File: src/rtl/router_merge_arbiter.sv
// router_merge_arbiter
// Merges two upstream request/ready channels that target the same
// destination FIFO. Round-robin arbitration with a bounded burst lock. Each
// accepted word has its route bit replaced by the source port number and is
// parked in a one-word output register. The register is drained into the FIFO
// whenever the FIFO is not full.
//
// Ports:
//   clk, reset_n      clock; asynchronous active-low reset
//   req_0/data_0      input 0 request and word; ready_0 accepts it
//   req_1/data_1      input 1 request and word; ready_1 accepts it
//   full              destination FIFO full flag
//   write, data_out   destination FIFO write strobe and word
module router_merge_arbiter #(
    parameter int DATA_W    = 11,
    parameter int MAX_BURST = 4
) (
    input  logic              clk,
    input  logic              reset_n,
    input  logic              req_0,
    input  logic [DATA_W-1:0] data_0,
    output logic              ready_0,
    input  logic              req_1,
    input  logic [DATA_W-1:0] data_1,
    output logic              ready_1,
    input  logic              full,
    output logic              write,
    output logic [DATA_W-1:0] data_out
);

    typedef enum logic [1:0] {
        IDLE   = 2'd0,
        GRANT0 = 2'd1,
        GRANT1 = 2'd2
    } state_t;

    localparam logic [8:0]        BURST_LAST   = 9'(MAX_BURST);
    localparam logic [DATA_W-1:0] PAYLOAD_MASK = {1'b0, {(DATA_W-1){1'b1}}};
    localparam logic [DATA_W-1:0] ROUTE_BIT    = {1'b1, {(DATA_W-1){1'b0}}};

    state_t            state_q, state_d;
    logic              out_valid_q, out_valid_d;
    logic [7:0]        burst_cnt_q, burst_cnt_d;
    logic              last_served_q, last_served_d;
    logic [DATA_W-1:0] data_out_q, data_out_d;

    logic   can_accept_s;
    logic   write_s;
    logic   xfer_0_s;
    logic   xfer_1_s;
    logic   cur_src_s;
    logic   cur_req_s;
    logic   oth_req_s;
    logic   cur_xfer_s;
    logic   burst_done_s;
    state_t grant_oth_s;

    // Handshake strobes: readies follow the registered grant, gated by room in the output register.
    always_comb begin
        write_s      = out_valid_q && !full;
        can_accept_s = !out_valid_q || !full;
        ready_0      = (state_q == GRANT0) && can_accept_s;
        ready_1      = (state_q == GRANT1) && can_accept_s;
        xfer_0_s     = req_0 && ready_0;
        xfer_1_s     = req_1 && ready_1;
        // View of the arbiter from the currently granted input's side.
        cur_src_s    = (state_q == GRANT1);
        cur_req_s    = cur_src_s ? req_1 : req_0;
        oth_req_s    = cur_src_s ? req_0 : req_1;
        cur_xfer_s   = xfer_0_s || xfer_1_s;
        grant_oth_s  = cur_src_s ? GRANT0 : GRANT1;
        burst_done_s = (({1'b0, burst_cnt_q} + 9'd1) == BURST_LAST);
    end

    // Grant FSM next state, burst counter and round-robin pointer.
    always_comb begin
        state_d       = state_q;
        burst_cnt_d   = burst_cnt_q;
        last_served_d = last_served_q;
        case (state_q)
            IDLE: begin
                if (req_0 && req_1) begin
                    // Tie goes to the input that was not served last.
                    state_d     = last_served_q ? GRANT0 : GRANT1;
                    burst_cnt_d = 8'd0;
                end else if (req_0) begin
                    state_d     = GRANT0;
                    burst_cnt_d = 8'd0;
                end else if (req_1) begin
                    state_d     = GRANT1;
                    burst_cnt_d = 8'd0;
                end else begin
                    state_d     = IDLE;
                end
            end
            GRANT0, GRANT1: begin
                if (cur_xfer_s) begin
                    burst_cnt_d   = burst_cnt_q + 8'd1;
                    last_served_d = cur_src_s;
                end else begin
                    burst_cnt_d   = burst_cnt_q;
                end
                // Release beats burst expiry; a dropped request never transfers.
                if (!cur_req_s) begin
                    state_d     = oth_req_s ? grant_oth_s : IDLE;
                    burst_cnt_d = 8'd0;
                end else if (cur_xfer_s && burst_done_s) begin
                    // Burst window ends; hand over only if the other side waits.
                    state_d     = oth_req_s ? grant_oth_s : state_q;
                    burst_cnt_d = 8'd0;
                end else begin
                    state_d     = state_q;
                end
            end
            default: begin
                state_d     = IDLE;
                burst_cnt_d = 8'd0;
            end
        endcase
    end

    // Output register: load a stamped word on transfer, else drop it once written.
    always_comb begin
        data_out_d  = data_out_q;
        out_valid_d = out_valid_q;
        if (xfer_0_s) begin
            data_out_d  = data_0 & PAYLOAD_MASK;
            out_valid_d = 1'b1;
        end else if (xfer_1_s) begin
            data_out_d  = (data_1 & PAYLOAD_MASK) | ROUTE_BIT;
            out_valid_d = 1'b1;
        end else if (write_s) begin
            out_valid_d = 1'b0;
        end else begin
            out_valid_d = out_valid_q;
        end
    end

    // State registers with asynchronous reset; a parked word is discarded on reset.
    always_ff @(posedge clk or negedge reset_n) begin
        if (!reset_n) begin
            state_q       <= IDLE;
            out_valid_q   <= 1'b0;
            burst_cnt_q   <= 8'd0;
            last_served_q <= 1'b1;
            data_out_q    <= {DATA_W{1'b0}};
        end else begin
            state_q       <= state_d;
            out_valid_q   <= out_valid_d;
            burst_cnt_q   <= burst_cnt_d;
            last_served_q <= last_served_d;
            data_out_q    <= data_out_d;
        end
    end

    assign write    = write_s;
    assign data_out = data_out_q;

endmodule

File: config.mk
export PLATFORM = sky130hd
export DESIGN_NAME = router_merge_arbiter
export DESIGN_NICKNAME = d
export VERILOG_FILES = /design/src/rtl/router_merge_arbiter.sv
export SDC_FILE = /design/constraint.sdc
export NUM_CORES = 1
export LEC_CHECK = 0
export BUFFER_PORTS_ARGS = -buffer_cell sky130_fd_sc_hd__buf_2
export CAP_MARGIN = 40
export CELL_PAD_IN_SITES_DETAIL_PLACEMENT = 1
export CELL_PAD_IN_SITES_GLOBAL_PLACEMENT = 1
export CORE_ASPECT_RATIO = 2
export CORE_MARGIN = 2
export CORE_UTILIZATION = 38
export DETAILED_ROUTE_END_ITERATION = 12
export HOLD_SLACK_MARGIN = 0.06
export PLACE_DENSITY = 0.75
export SYNTH_ARGS = -nofsm -noshare
export SYNTH_HDL_FRONTEND = slang
export SYNTH_SLANG_ARGS = --single-unit
File: constraint.sdc
create_clock -name clk -period 2.2 [get_ports clk]
set_input_delay 0.66 -clock clk [delete_from_list [all_inputs] [get_ports clk]]
set_output_delay 0.66 -clock clk [all_outputs]
set_load 0.01 [all_outputs]
======== Word level (Yosys, flattened, before mapping) ========
Index checks and enable logic that the tools add are counted.
word-level totals
  bits in registers ....................... 23
  input port bits ......................... 27
  output and inout bits ................... 14
  logic and storage cells ................. 56
operators by class
  multiplexer cells ....................... 24
  $add $sub $neg .......................... 2
  reduce and logical (&&, ||, !) cells .... 18
  equality and inequality tests ........... 7
operator list
  cell                                                              count
  8-bit two-way mux                                                 6
  11-bit two-way mux                                                2
  2-bit two-way mux                                                 9
  8-bit case mux with 2 select lines                                1
  8-bit by 1-bit adder with 9-bit output (second input constant)    1
  9-bit by 3-bit == test with 1-bit output (second input constant)  1
  8-bit by 1-bit adder with 8-bit output (second input constant)    1
  4-bit != test (second input constant)                             2
  1-bit logical AND                                                 7
  3-bit != test (second input constant)                             2
  2-bit AND reduction                                               3
  1-bit two-way mux                                                 5
  2-bit case mux with 2 select lines                                1
  3-bit nonzero test                                                1
  2-bit by 1-bit == test with 1-bit output (second input constant)  1
  2-bit == test (second input constant)                             1
  1-bit zero test                                                   2
  2-bit zero test                                                   1
  1-bit logical OR                                                  2
  2-bit nonzero test                                                1
  2-bit OR reduction                                                1

======== Depth between registers and ports, before layout ========
Gate-level depths: netlist of the first run.
  word-level depth ........................ 9
  gate-level depth with buffers ........... 9

======== Least setup slack after synthesis of the first run ========
Ideal clock, no wire load.
  kind .................................... input-to-reg
  start point ............................. input port req_1
  end point ............................... register state_q[0]
  arrival ................................. 1.832 ns
  stages on the path ...................... 6
  buffers on the path ..................... 2
  required time ........................... 2.075 ns
  slack ................................... 0.244 ns
  cells stage by stage .................... buf_4 > a22oi_4 > or2_1 > buf_6 > o31ai_4 > mux2_2
between the ends
  cells in the longest elaborated chain, start to end .. 5
ends and longest elaborated chain
  element                        RTL line  text
  start: declaration             23        input logic req_1,
  1-bit logical AND              65        xfer_1_s = req_1 && ready_1;
  1-bit logical OR               70        cur_xfer_s = xfer_0_s || xfer_1_s;
  1-bit logical AND              107       end else if (cur_xfer_s && burst_done_s) begin
  3-bit != test (no line)        n/a
  2-bit AND reduction (no line)  n/a
  end signal: assignment         148       state_q <= state_d;
  end: declaration               41        state_t state_q, state_d;
Several ways; a longest one is shown, not always the timed one.
A chain may end at the register's enable or synchronous reset.

======== Final worst setup path of the first run ========
  start point ............................. register state_q[0]
  end point ............................... output port ready_1
between the ends
  cells in the longest elaborated chain, start to end .. 2
ends and longest elaborated chain
  element            RTL line  text
  2-bit == test      n/a
  net cur_src_s      51        logic cur_src_s;
  1-bit logical AND  63        ready_1 = (state_q == GRANT1) && can_accept_s;
  end: declaration   25        output logic ready_1,
The timed path passes the listed nets, and every way through them passes these cells.

==> impl_metrics.prom, run 1 <==
# TYPE chip_impl_metric gauge
chip_impl_metric{name="cts_buffer_depth",unit=""} 2
chip_impl_metric{name="vias_in_the_first_global_route",unit=""} 1154
chip_impl_metric{name="synth_warnings",unit=""} 0
chip_impl_metric{name="flow.area_growth_from_synthesis",unit="%"} 21.5
chip_impl_metric{name="power.density",unit="mW/mm2"} 1050
chip_impl_metric{name="htree_num_levels",unit=""} 1
chip_impl_metric{name="timing.final.ws_setup",unit="ns"} 0.182
chip_impl_metric{name="num-fill-cells",unit=""} 428
chip_impl_metric{name="final_area",unit="mm2"} 0.00168
chip_impl_info{name="worstSetupEndpointType",value="primary output"} 1
chip_impl_metric{name="route.detailed.vias_per_inst",unit=""} 5.15
chip_impl_metric{name="synth.distinct_cells",unit=""} 39
chip_impl_info{name="cts.root.buffer_cell",value="sky130_fd_sc_hd__clkbuf_8"} 1
chip_impl_metric{name="r2r_setup_slack",unit="ns"} 0.20
chip_impl_metric{name="design.core.area",unit="mm2"} 0.00353
chip_impl_metric{name="die-area",unit="mm2"} 0.00416
chip_impl_info{name="run_status",value="completed"} 1
chip_impl_metric{name="multiInputGateArea",unit="um2"} 737
chip_impl_metric{name="initial_utilization",unit="%"} 39.1
chip_impl_metric{name="share_of_post_route_cells_with_drive_strength_above_1",unit="%"} 32.2
chip_impl_metric{name="wl_per_cell",unit="um"} 13.9
chip_impl_metric{name="antenna_violations_before_repair",unit=""} 0
chip_impl_metric{name="worst-r2r-cell-count",unit=""} 6
chip_impl_metric{name="die_x",unit="um"} 46.6
chip_impl_metric{name="largest_net_degree_at_the_start_of_global_routing",unit=""} 27
chip_impl_metric{name="maxCapViolCount",unit=""} 0
chip_impl_info{name="cts_tree",value="done"} 1
chip_impl_metric{name="timing.slew.headroom",unit="%"} 61.5
chip_impl_metric{name="post-route-min-period",unit="ns"} 2.02
chip_impl_info{name="hp-class",value="in -> async"} 1
chip_impl_info{name="rsz0062_at_grt",value="no"} 1
chip_impl_metric{name="layout.core_utilization",unit="%"} 47.5
chip_impl_metric{name="ant_nets",unit=""} 0
chip_impl_metric{name="grt_first_pass_wirelength",unit="um"} 5130
chip_impl_metric{name="synth_area",unit="mm2"} 0.00138
chip_impl_metric{name="clk_pin_slew_worst_paths",unit="ns"} 0.09
chip_impl_metric{name="synth.ff_latch_count",unit=""} 23
chip_impl_metric{name="report.final.slew_viol_count",unit=""} 0
chip_impl_metric{name="globalRouteTotalUtil",unit="%"} 16.7
chip_impl_metric{name="routed_wirelength",unit="um"} 3190
chip_impl_metric{name="tightest_slew",unit="ns"} 0.577
chip_impl_metric{name="cts.sinks",unit=""} 23
chip_impl_metric{name="seq_area",unit="um2"} 577
chip_impl_metric{name="remaining_drc_errors",unit=""} 0
chip_impl_metric{name="vias",unit=""} 1180
chip_impl_metric{name="place_hpwl",unit="um"} 2470
chip_impl_metric{name="vdd_ir_drop_max",unit="V"} 0.000456
chip_impl_metric{name="clock_latency",unit="ns"} 0.26
chip_impl_metric{name="power.leakage",unit="nW"} 0.852
chip_impl_metric{name="overflow",unit=""} 0
chip_impl_metric{name="synth-edff-count",unit=""} 0
chip_impl_metric{name="die_height",unit="um"} 89.2
chip_impl_metric{name="synth.avg_cell_area",unit="um2"} 9.85
chip_impl_metric{name="critPathRequiredTime",unit="ns"} 1.54
chip_impl_metric{name="first_pass_iters",unit=""} 3
chip_impl_metric{name="period_share",unit="%"} 91.7
chip_impl_info{name="worst_setup_path_start_kind",value="register"} 1
chip_impl_metric{name="final_antenna_diode_count",unit=""} 0
chip_impl_metric{name="dpl_cell_area",unit="mm2"} 0.00161
chip_impl_metric{name="clock_skews",unit="ns"} 0.00917
chip_impl_metric{name="buffer_ports.inserted",unit=""} 38
chip_impl_metric{name="async_flop_share",unit="%"} 100
chip_impl_metric{name="critPathArrivalTime",unit="ns"} 1.36
chip_impl_info{name="setup.worst_path.class",value="reg -> out"} 1
chip_impl_metric{name="cts_inserted_buffers",unit=""} 3
chip_impl_metric{name="core.rowCount",unit=""} 31
chip_impl_metric{name="postSynthNetCount",unit=""} 172
chip_impl_metric{name="gp_congestion",unit=""} 0.836
chip_impl_metric{name="setup_viol_count_final",unit=""} 0
chip_impl_metric{name="post_synth_inst_count",unit=""} 140
chip_impl_metric{name="post-place-ws",unit="ns"} 0.0961
chip_impl_metric{name="finalNetCount",unit=""} 213
chip_impl_metric{name="drt_iter0_drc",unit=""} 11
chip_impl_metric{name="critPathMaxFanout",unit=""} 8
chip_impl_metric{name="final-hold-violation-count",unit=""} 0
chip_impl_metric{name="synth_sequential_area_ratio",unit="%"} 41.8
chip_impl_metric{name="fmax",unit="MHz"} 496
chip_impl_metric{name="setup-tns-final",unit="ns"} 0
chip_impl_info{name="synth-main-ff-cell",value="sky130_fd_sc_hd__dfrtp_1"} 1
chip_impl_info{name="worstReg2RegStart",value="state_q[0]"} 1
chip_impl_info{name="timing.rr.end",value="state_q[0]"} 1
chip_impl_metric{name="floorplan.io_pins",unit=""} 41
## metrics by stage
stage,total power [mW],cells,hold WS (ns)
6_report,1.75,229,0.355
5_1_grt,1.90,229,0.404
4_1_cts,1.77,228,0.377
3_5_place_dp,1.50,224,0.469
3_3_place_gp,1.46,224,0.460
2_1_floorplan,1.24,140,0.364
## Yosys cell counts (2+ instances only)
master | count | area (um2)
sky130_fd_sc_hd__dfrtp_1 | 22 | 551
sky130_fd_sc_hd__nand2_1 | 20 | 75.1
sky130_fd_sc_hd__mux2i_1 | 12 | 120
sky130_fd_sc_hd__o21ai_0 | 11 | 55.1
sky130_fd_sc_hd__a21oi_1 | 9 | 45.0
sky130_fd_sc_hd__nand3_1 | 6 | 30.0
sky130_fd_sc_hd__a31oi_1 | 5 | 31.3
sky130_fd_sc_hd__ha_1 | 5 | 62.6
sky130_fd_sc_hd__nor3_1 | 5 | 25.0
sky130_fd_sc_hd__inv_1 | 4 | 15.0
sky130_fd_sc_hd__and2_1 | 3 | 18.8
sky130_fd_sc_hd__and3_1 | 3 | 18.8
sky130_fd_sc_hd__mux2_2 | 3 | 33.8
sky130_fd_sc_hd__a22oi_1 | 2 | 15.0
sky130_fd_sc_hd__buf_2 | 2 | 10.0
sky130_fd_sc_hd__buf_4 | 2 | 15.0
sky130_fd_sc_hd__buf_6 | 2 | 22.5
sky130_fd_sc_hd__nor2b_1 | 2 | 12.5
sky130_fd_sc_hd__o31ai_1 | 2 | 15.0
## layer usage
| metal | up-vias | track usage (%) | share of wire [%] |
|---|---|---|---|
| met5 | - | 0 | 0 |
| met4 | 0 | 3.90 | 1.1 |
| met3 | 4 | 2.42 | 3.9 |
| met2 | 22 | 29.8 | 54 |
| met1 | 570 | 20.4 | 41 |
| li1 | 584 | - | - |
## cell families after synthesis
family                   after synthesis  synth area share, %
AO/OA/AOI/OAI                         36                 17.9
XOR/XNOR                               1                0.635
adder cells (fa/ha/maj)                5                 4.54
buffers and inverters                 12                 5.17
flip-flops                            23                 41.8
multiplexers                          15                 11.2
AND/OR/NAND/NOR                       48                 18.8
## layout by cell type (no fill, tap or decap), types with 2 or more instances in the layout
master,synthesis,layout
sky130_fd_sc_hd__a21oi_1,9,9
sky130_fd_sc_hd__a22oi_1,2,2
sky130_fd_sc_hd__a31oi_1,5,5
sky130_fd_sc_hd__and2_1,3,3
sky130_fd_sc_hd__and3_1,3,3
sky130_fd_sc_hd__buf_2,2,38
sky130_fd_sc_hd__buf_4,2,5
sky130_fd_sc_hd__clkbuf_8,0,3
sky130_fd_sc_hd__dfrtp_1,22,22
sky130_fd_sc_hd__ha_1,5,4
sky130_fd_sc_hd__inv_1,4,4
sky130_fd_sc_hd__mux2_2,3,3
sky130_fd_sc_hd__mux2i_1,12,11
sky130_fd_sc_hd__nand2_1,20,20
sky130_fd_sc_hd__nand3_1,6,6
sky130_fd_sc_hd__nor2b_1,2,2
sky130_fd_sc_hd__nor3_1,5,5
sky130_fd_sc_hd__o21ai_0,11,11
sky130_fd_sc_hd__o31ai_1,2,2
## worst max-delay path by stage
| stage | start | slack (ns) | cells past startpoint | end |
|---|---|---|---|---|
| after CTS | state_q[0] | 0.07 | 7 | burst_cnt_q[1] |
| final | state_q[0] | 0.18 | 4 | ready_1 |
| after detailed placement | state_q[0] | 0.1 | 7 | burst_cnt_q[1] |
| after floorplan | req_1 | 0.24 | 6 | state_q[0] |
| after global routing | state_q[0] | 0.10 | 4 | ready_1 |
| after global placement | state_q[0] | 0.15 | 7 | burst_cnt_q[1] |
## layout make-up
class	instances	share of cell area [%]
tap	49	3.66
multi-input combinational	105	44.0
clock inverter	1	0.299
inverter	4	0.896
clock buffer	3	2.46
sequential	23	34.4
timing repair buffer	44	14.3
## critical path: stages (launching register included)
cell	delay, ns
sky130_fd_sc_hd__dfrtp_1	0.42
sky130_fd_sc_hd__inv_1	0.10
sky130_fd_sc_hd__ha_2	0.30
sky130_fd_sc_hd__and2_1	0.15
sky130_fd_sc_hd__buf_2	0.12
## what timing repair did
item,in CTS,in global routing
endpoints found under the hold margin,0,0
setup endpoints to repair,0,4
hold buffers,0,0
setup buffers,0,1
gates resized for setup,0,3
## where the power goes
part           leakage (nW)  internal, mW  switching, mW
Combinational         0.531         0.390          0.467
Clock                0.0255         0.126          0.134
Sequential            0.295         0.561         0.0754
## registers in the layout, indices dropped and copies added (netlist names)
signal	cells
burst_cnt_q	8
data_out	11
last_served_q	1
out_valid_q	1
state_q	2
Note: power is estimated with default switching activity, not from simulation.
==> run 2: changes to the inputs <==
--- a/config.mk
+++ b/config.mk
@@ -5,16 +5,18 @@
 export SDC_FILE = /design/constraint.sdc
 export NUM_CORES = 1
 export LEC_CHECK = 0
+export ABC_AREA = 1
 export BUFFER_PORTS_ARGS = -buffer_cell sky130_fd_sc_hd__buf_2
 export CAP_MARGIN = 40
 export CELL_PAD_IN_SITES_DETAIL_PLACEMENT = 1
 export CELL_PAD_IN_SITES_GLOBAL_PLACEMENT = 1
 export CORE_ASPECT_RATIO = 2
 export CORE_MARGIN = 2
-export CORE_UTILIZATION = 38
+export CORE_UTILIZATION = 37
 export DETAILED_ROUTE_END_ITERATION = 12
 export HOLD_SLACK_MARGIN = 0.06
-export PLACE_DENSITY = 0.75
+export PLACE_DENSITY = 0.76
+export SETUP_SLACK_MARGIN = 0.5
 export SYNTH_ARGS = -nofsm -noshare
 export SYNTH_HDL_FRONTEND = slang
 export SYNTH_SLANG_ARGS = --single-unit
==> run 2 against run 1 <==
Effect of this change:
- sequential share of layout area fell by 5.1 points
- clock skew fell by 0.0031 ns
- via count rose by 28%
- combinational power rose by 38%
- clock-buffer cell count rose by 1
- critical path type unchanged
- non-clock buffer count rose by 9
- utilization rose by 4.3 points
- wire length rose by 42%
- worst setup slack improved by 0.13 ns
- sequential cell count did not move
- register-to-register slack improved by 0.20 ns
- highest routed layer unchanged
==> impl_metrics.prom, run 2 <==
# TYPE chip_impl_metric gauge
chip_impl_metric{name="gr-usage-met2",unit="%"} 43.2
chip_impl_metric{name="cts_hold_buf",unit=""} 0
chip_impl_metric{name="power.density",unit="mW/mm2"} 1080
chip_impl_metric{name="synth-simple-area-share",unit="%"} 32.2
chip_impl_metric{name="flow.area_growth_from_synthesis",unit="%"} 35.0
chip_impl_metric{name="clock_skews",unit="ns"} 0.00610
chip_impl_metric{name="report.final.slew_viol_count",unit=""} 0
chip_impl_info{name="hp-class",value="in -> async"} 1
chip_impl_info{name="netlist_top_cells_count",value="sky130_fd_sc_hd__nand2_1 (33), sky130_fd_sc_hd__nand3_1 (27), sky130_fd_sc_hd__dfrtp_1 (22)"} 1
chip_impl_metric{name="initial_utilization",unit="%"} 38.4
chip_impl_metric{name="post_synth_inst_count",unit=""} 194
chip_impl_metric{name="wl_per_cell",unit="um"} 15.3
chip_impl_metric{name="remaining_drc_errors",unit=""} 0
chip_impl_metric{name="design.core.area",unit="mm2"} 0.00380
chip_impl_metric{name="grt_util_met1",unit="%"} 20.3
chip_impl_info{name="setup.worst_path.class",value="reg -> out"} 1
chip_impl_metric{name="synth.ff_latch_count",unit=""} 23
chip_impl_metric{name="post-route-min-period",unit="ns"} 1.89
chip_impl_metric{name="finalNetCount",unit=""} 278
chip_impl_metric{name="power.leakage",unit="nW"} 0.926
chip_impl_metric{name="clk_pin_slew_worst_paths",unit="ns"} 0.09
chip_impl_metric{name="period_share",unit="%"} 86.0
chip_impl_metric{name="final_antenna_diode_count",unit=""} 0
chip_impl_metric{name="critPathMaxFanout",unit=""} 4
chip_impl_info{name="run_status",value="completed"} 1
chip_impl_metric{name="place_hpwl",unit="um"} 3300
chip_impl_metric{name="synthAdderAreaFrac",unit="%"} 4.28
chip_impl_metric{name="async_flop_share",unit="%"} 100
chip_impl_info{name="cts.root.buffer_cell",value="sky130_fd_sc_hd__clkbuf_8"} 1
chip_impl_metric{name="die-area",unit="mm2"} 0.00450
chip_impl_metric{name="final_area",unit="mm2"} 0.00197
chip_impl_metric{name="clock_latency",unit="ns"} 0.27
chip_impl_metric{name="htree_num_levels",unit=""} 1
chip_impl_metric{name="core.rowCount",unit=""} 32
chip_impl_metric{name="globalRouteTotalUtil",unit="%"} 21.3
chip_impl_metric{name="cts_inserted_buffers",unit=""} 3
chip_impl_metric{name="first_pass_iters",unit=""} 4
chip_impl_info{name="top_post_synthesis_cells_by_area",value="sky130_fd_sc_hd__dfrtp_1 (38%), sky130_fd_sc_hd__nand3_1 (9.3%), sky130_fd_sc_hd__nand2_1 (8.5%)"} 1
chip_impl_metric{name="synth_sequential_area_ratio",unit="%"} 39.5
chip_impl_info{name="synth_area_leader_cell",value="sky130_fd_sc_hd__dfrtp_1"} 1
chip_impl_info{name="layout_commonest_cell",value="sky130_fd_sc_hd__buf_2"} 1
chip_impl_metric{name="drt_iter0_drc",unit=""} 12
chip_impl_metric{name="routing_usage_on_met3",unit="%"} 2.58
chip_impl_metric{name="post-synth-top-area-fraction",unit="%"} 37.7
chip_impl_metric{name="vias",unit=""} 1511
chip_impl_metric{name="grt_first_pass_wirelength",unit="um"} 7460
chip_impl_metric{name="synth.avg_cell_area",unit="um2"} 7.53
chip_impl_metric{name="floorplan.io_pins",unit=""} 41
chip_impl_metric{name="fmax",unit="MHz"} 528
chip_impl_metric{name="vias_in_the_first_global_route",unit=""} 1633
chip_impl_metric{name="setup_viol_count_final",unit=""} 0
chip_impl_metric{name="synth.distinct_cells",unit=""} 24
chip_impl_metric{name="post_layout_nonfiller_instances",unit=""} 296
chip_impl_info{name="rsz0062_at_grt",value="yes"} 1
chip_impl_metric{name="synth_compound_gate_area_share",unit="%"} 15.0
chip_impl_metric{name="timing.slew.headroom",unit="%"} 63.1
chip_impl_metric{name="postSynthNetCount",unit=""} 226
chip_impl_metric{name="synth-edff-count",unit=""} 0
chip_impl_metric{name="final-hold-violation-count",unit=""} 0
chip_impl_metric{name="share_of_post_route_cells_with_drive_strength_above_1",unit="%"} 42.0
chip_impl_metric{name="overflow",unit=""} 0
chip_impl_metric{name="critPathArrivalTime",unit="ns"} 1.23
chip_impl_info{name="worstSetupEndpointType",value="primary output"} 1
chip_impl_metric{name="post_synth_mux_area_share",unit="%"} 0
chip_impl_info{name="grt-busiest-layer",value="met2"} 1
chip_impl_metric{name="die_x",unit="um"} 48.4
chip_impl_metric{name="synth_area",unit="mm2"} 0.00146
chip_impl_metric{name="die_height",unit="um"} 92.8
chip_impl_metric{name="cts.sinks",unit=""} 23
chip_impl_metric{name="setup-tns-final",unit="ns"} 0
chip_impl_metric{name="maxCapViolCount",unit=""} 0
chip_impl_metric{name="gp_congestion",unit=""} 0.782
chip_impl_metric{name="critPathRequiredTime",unit="ns"} 1.54
chip_impl_metric{name="routed_wirelength",unit="um"} 4520
chip_impl_metric{name="placed_cells",unit=""} 282
chip_impl_info{name="main_combinational_cell_family_by_area_after_synthesis",value="simple AND/OR/NAND/NOR gates"} 1
chip_impl_info{name="synth-main-ff-cell",value="sky130_fd_sc_hd__dfrtp_1"} 1
chip_impl_metric{name="cts_buffer_depth",unit=""} 2
chip_impl_metric{name="vdd_ir_drop_max",unit="V"} 0.000603
chip_impl_metric{name="route.detailed.vias_per_inst",unit=""} 5.10
chip_impl_metric{name="total_power",unit="mW"} 2.12
chip_impl_metric{name="tightest_slew",unit="ns"} 0.553
chip_impl_info{name="worst_setup_path_start_kind",value="register"} 1
chip_impl_metric{name="largest_net_degree_at_the_start_of_global_routing",unit=""} 24
chip_impl_metric{name="antenna_violations_before_repair",unit=""} 0
chip_impl_metric{name="ant_nets",unit=""} 0
chip_impl_metric{name="synth_warnings",unit=""} 0
chip_impl_metric{name="xor_xnor_fraction_of_synth_area",unit="%"} 0
chip_impl_info{name="layout_common_cells",value="sky130_fd_sc_hd__buf_2 (37), sky130_fd_sc_hd__nand2_1 (30), sky130_fd_sc_hd__nand3_1 (27)"} 1
chip_impl_info{name="cts_tree",value="done"} 1
chip_impl_metric{name="dpl_cell_area",unit="mm2"} 0.00173
chip_impl_info{name="yosysMostFrequentCell",value="sky130_fd_sc_hd__nand2_1"} 1
chip_impl_metric{name="buffer_ports.inserted",unit=""} 38
chip_impl_metric{name="largest_register_ff_count",unit=""} 11
-- run 2: changes by cell type after synthesis, sizes merged, moves of 5 or more --
cell	change
nor2	+21
mux2i	-12
o21ai	+11
nand2	+22
nor3	-5
nand3	+25
inv	+23
a31oi	-5
-- run 2: repair_timing --
item | CTS | global route
resized for setup | 17 | 10
pin swaps | 2 | 4
buffers inserted | 8 | 2
cloned | 0 | 0
endpoints found under the setup margin | 12 | 14
-- run 2: worst max-delay path, stage by stage (launching register included) --
cell and delay [ns]:
sky130_fd_sc_hd__dfrtp_2 0.45, sky130_fd_sc_hd__buf_6 0.13, sky130_fd_sc_hd__ha_4 0.17, sky130_fd_sc_hd__inv_4 0.06, sky130_fd_sc_hd__nor2_2 0.03, sky130_fd_sc_hd__buf_2 0.13
-- run 2: final timing paths --
kind / startpoint / to / slack [ns] / cells past startpoint
max in group asynchronous: reset_n / state_q[1] / 1.43 / 1
hold / removal: reset_n / burst_cnt_q[3] / 0.37 / 1
min in group clk: last_served_q / last_served_q / 0.51 / 2
setup reg to reg: state_q[0] / state_q[1] / 0.40 / 12
setup / recovery: state_q[1] / ready_1 / 0.31 / 5
hold reg to reg: last_served_q / last_served_q / 0.51 / 2
-- run 2: cell families after synthesis --
logic type               Yosys count
AO/OA/AOI/OAI                     38
adder cells (fa/ha/maj)            5
buffers and inverters             33
flip-flops                        23
AND/OR/NAND/NOR                   95
-- run 2: per-layer routing --
layer | vias to the layer above | part of all wire (%)
met3 | 15 | 3.2
met2 | 45 | 60
met5 | - | 0
met4 | 0 | 3.6
met1 | 723 | 33
li1 | 728 | -
-- run 2: per-stage QoR --
stage	utilization (%)	hold slack (ns)	setup WS, ns
floorplan	-	0.364	0.521
global placement	45.5	0.478	0.307
detailed placement	45.5	0.493	0.278
CTS	50.4	0.392	0.321
global route	51.8	0.414	0.273
finish	51.8	0.370	0.307
-- run 2: power by group --
group	internal (mW)	switching, mW	leakage, nW
Sequential	0.572	0.0953	0.284
Clock	0.129	0.144	0.0228
Combinational	0.525	0.655	0.620
-- run 2: area by class of cell --
| type | count | area, um2 |
|---|---|---|
| Clock buffer | 4 | 45.0 |
| Fill cell | 502 | 1830 |
| Inverter | 27 | 106 |
| Multi-Input combinational cell | 138 | 845 |
| Sequential cell | 23 | 578 |
| Tap cell | 51 | 63.8 |
| Timing Repair Buffer | 53 | 333 |
==> run 3: changes to the inputs <==
--- a/config.mk
+++ b/config.mk
@@ -5,17 +5,16 @@
 export SDC_FILE = /design/constraint.sdc
 export NUM_CORES = 1
 export LEC_CHECK = 0
-export ABC_AREA = 1
 export BUFFER_PORTS_ARGS = -buffer_cell sky130_fd_sc_hd__buf_2
 export CAP_MARGIN = 40
 export CELL_PAD_IN_SITES_DETAIL_PLACEMENT = 1
 export CELL_PAD_IN_SITES_GLOBAL_PLACEMENT = 1
 export CORE_ASPECT_RATIO = 2
 export CORE_MARGIN = 2
-export CORE_UTILIZATION = 37
+export CORE_UTILIZATION = 38
 export DETAILED_ROUTE_END_ITERATION = 12
 export HOLD_SLACK_MARGIN = 0.06
-export PLACE_DENSITY = 0.76
+export PLACE_DENSITY = 0.75
 export SETUP_SLACK_MARGIN = 0.5
 export SYNTH_ARGS = -nofsm -noshare
 export SYNTH_HDL_FRONTEND = slang
==> run 3 against run 2 <==
Effect of this change:
- largest cell class unchanged
- via count down 7.5%
- die area down 7.6%
- critical path depth unchanged
- largest power group unchanged
- critical endpoint is now state_q[1]
==> impl_metrics.prom, run 3 (synthesized netlist as in run 1, its figures left out) <==
# TYPE chip_impl_metric gauge
chip_impl_metric{name="die_height",unit="um"} 89.2
chip_impl_metric{name="power.density",unit="mW/mm2"} 1180
chip_impl_metric{name="tightest_slew",unit="ns"} 0.551
chip_impl_metric{name="placed_cells",unit=""} 226
chip_impl_metric{name="htree_num_levels",unit=""} 1
chip_impl_metric{name="cts_buffer_depth",unit=""} 2
chip_impl_metric{name="total_power",unit="mW"} 2.72
chip_impl_metric{name="routed_wirelength",unit="um"} 5350
chip_impl_metric{name="overflow",unit=""} 0
chip_impl_metric{name="timing.slew.headroom",unit="%"} 63.3
chip_impl_metric{name="critPathRequiredTime",unit="ns"} 2.35
chip_impl_info{name="layout_common_cells",value="sky130_fd_sc_hd__buf_2 (35), sky130_fd_sc_hd__dfrtp_1 (21), sky130_fd_sc_hd__buf_4 (21)"} 1
chip_impl_info{name="cts.root.buffer_cell",value="sky130_fd_sc_hd__clkbuf_8"} 1
chip_impl_metric{name="place_hpwl",unit="um"} 2570
chip_impl_metric{name="cts_inserted_buffers",unit=""} 3
chip_impl_metric{name="remaining_drc_errors",unit=""} 0
chip_impl_metric{name="share_of_post_route_cells_with_drive_strength_above_1",unit="%"} 62.7
chip_impl_metric{name="finalNetCount",unit=""} 245
chip_impl_metric{name="drt_iter0_drc",unit=""} 19
chip_impl_metric{name="post-route-min-period",unit="ns"} 1.98
chip_impl_metric{name="maxCapViolCount",unit=""} 0
chip_impl_metric{name="power.leakage",unit="nW"} 1.13
chip_impl_metric{name="post_layout_nonfiller_instances",unit=""} 261
chip_impl_metric{name="vias",unit=""} 1397
chip_impl_metric{name="vias_in_the_first_global_route",unit=""} 1293
chip_impl_metric{name="die-area",unit="mm2"} 0.00416
chip_impl_metric{name="setup-tns-final",unit="ns"} 0
chip_impl_metric{name="wl_per_cell",unit="um"} 20.5
chip_impl_metric{name="critPathMaxFanout",unit=""} 4
chip_impl_metric{name="design.core.area",unit="mm2"} 0.00353
chip_impl_info{name="setup.worst_path.class",value="reg -> reg"} 1
chip_impl_metric{name="floorplan.io_pins",unit=""} 41
chip_impl_metric{name="clock_skews",unit="ns"} 0.00137
chip_impl_metric{name="globalRouteTotalUtil",unit="%"} 20.7
chip_impl_metric{name="r2r_setup_slack",unit="ns"} 0.22
chip_impl_metric{name="final_antenna_diode_count",unit=""} 0
chip_impl_metric{name="flow.area_growth_from_synthesis",unit="%"} 66.9
chip_impl_info{name="hp-class",value="in -> async"} 1
chip_impl_metric{name="clk_pin_slew_worst_paths",unit="ns"} 0.09
chip_impl_metric{name="largest_net_degree_at_the_start_of_global_routing",unit=""} 24
chip_impl_metric{name="fmax",unit="MHz"} 506
chip_impl_metric{name="critPathArrivalTime",unit="ns"} 2.13
chip_impl_metric{name="clock_latency",unit="ns"} 0.26
chip_impl_metric{name="buffer_ports.inserted",unit=""} 38
chip_impl_metric{name="largest_register_ff_count",unit=""} 11
chip_impl_metric{name="die_x",unit="um"} 46.6
chip_impl_metric{name="ant_nets",unit=""} 0
chip_impl_info{name="worstSetupEndpointType",value="register"} 1
chip_impl_info{name="rsz0062_at_grt",value="yes"} 1
chip_impl_metric{name="grt_first_pass_wirelength",unit="um"} 6320
chip_impl_metric{name="initial_utilization",unit="%"} 39.1
chip_impl_metric{name="final-hold-violation-count",unit=""} 0
chip_impl_metric{name="vdd_ir_drop_max",unit="V"} 0.000601
chip_impl_metric{name="first_pass_iters",unit=""} 4
chip_impl_info{name="layout_commonest_cell",value="sky130_fd_sc_hd__buf_2"} 1
chip_impl_info{name="cts_tree",value="done"} 1
chip_impl_metric{name="antenna_violations_before_repair",unit=""} 0
chip_impl_info{name="run_status",value="completed"} 1
chip_impl_metric{name="gp_congestion",unit=""} 0.843
chip_impl_metric{name="worst-r2r-cell-count",unit=""} 5
chip_impl_info{name="timing.rr.end",value="state_q[1]"} 1
chip_impl_metric{name="setup_viol_count_final",unit=""} 0
chip_impl_metric{name="route.detailed.vias_per_inst",unit=""} 5.35
chip_impl_info{name="worst_setup_path_start_kind",value="register"} 1
chip_impl_metric{name="report.final.slew_viol_count",unit=""} 0
chip_impl_metric{name="cts.sinks",unit=""} 23
chip_impl_info{name="worstReg2RegStart",value="burst_cnt_q[0]"} 1
chip_impl_metric{name="period_share",unit="%"} 89.9
chip_impl_metric{name="core.rowCount",unit=""} 31
## run 3: where the power goes
group	internal (mW)	total, mW	switching (mW)
registers	0.564	0.685	0.121
logic	0.978	1.77	0.790
clock network	0.126	0.269	0.143
total	1.67	2.72	1.05
## run 3: how the worst max path moves through the flow
| stage | cells past startpoint | slack [ns] | endpoint | startpoint |
|---|---|---|---|---|
| finish | 5 | 0.22 | state_q[1] | burst_cnt_q[0] |
| detailed placement | 5 | 0.11 | state_q[0] | req_0 |
| CTS | 4 | 0.29 | ready_1 | state_q[1] |
| floorplan | 6 | 0.36 | state_q[0] | req_1 |
| global route | 5 | 0.20 | state_q[1] | burst_cnt_q[0] |
| global placement | 5 | 0.15 | state_q[0] | req_0 |
## run 3: cell type report
class | instances | area (um2)
tap | 49 | 61.3
sequential | 23 | 578
multi-input combinational | 105 | 971
fill | 392 | 1230
clock inverter | 1 | 5.00
inverter | 4 | 15.0
timing repair buffer | 76 | 629
clock buffer | 3 | 41.3
## run 3: per-layer routing
metal / share of wire, % / track usage, %
met1: 38 / 26.7
met2: 55 / 36.5
met3: 2.8 / 1.21
met4: 3.6 / 4.68
met5: 0 / 0
## run 3: critical path: stages (launching register included)
cell and delay (ns):
sky130_fd_sc_hd__dfrtp_1 0.44, sky130_fd_sc_hd__ha_2 0.25, sky130_fd_sc_hd__nor4b_2 0.29, sky130_fd_sc_hd__nand2_1 0.22
sky130_fd_sc_hd__o31ai_4 0.33, sky130_fd_sc_hd__mux2_4 0.33
## run 3: through the flow
stage / util [%] / hold slack, ns / setup slack (ns) / cell area, um2
floorplan: - / 0.364 / 0.357 / 1400
global placement: 46.4 / 0.459 / 0.154 / 1640
detailed placement: 46.4 / 0.478 / 0.109 / 1640
CTS: 55.4 / 0.385 / 0.291 / 1960
global route: 65.2 / 0.411 / 0.201 / 2300
finish: 65.2 / 0.370 / 0.223 / 2300
## run 3: timing repair
item | CTS | global route
pin swaps | 11 | 15
setup endpoints to repair | 22 | 24
gates resized for setup | 33 | 55
setup buffers | 16 | 11
gates cloned | 0 | 4
hold buffers | 0 | 0
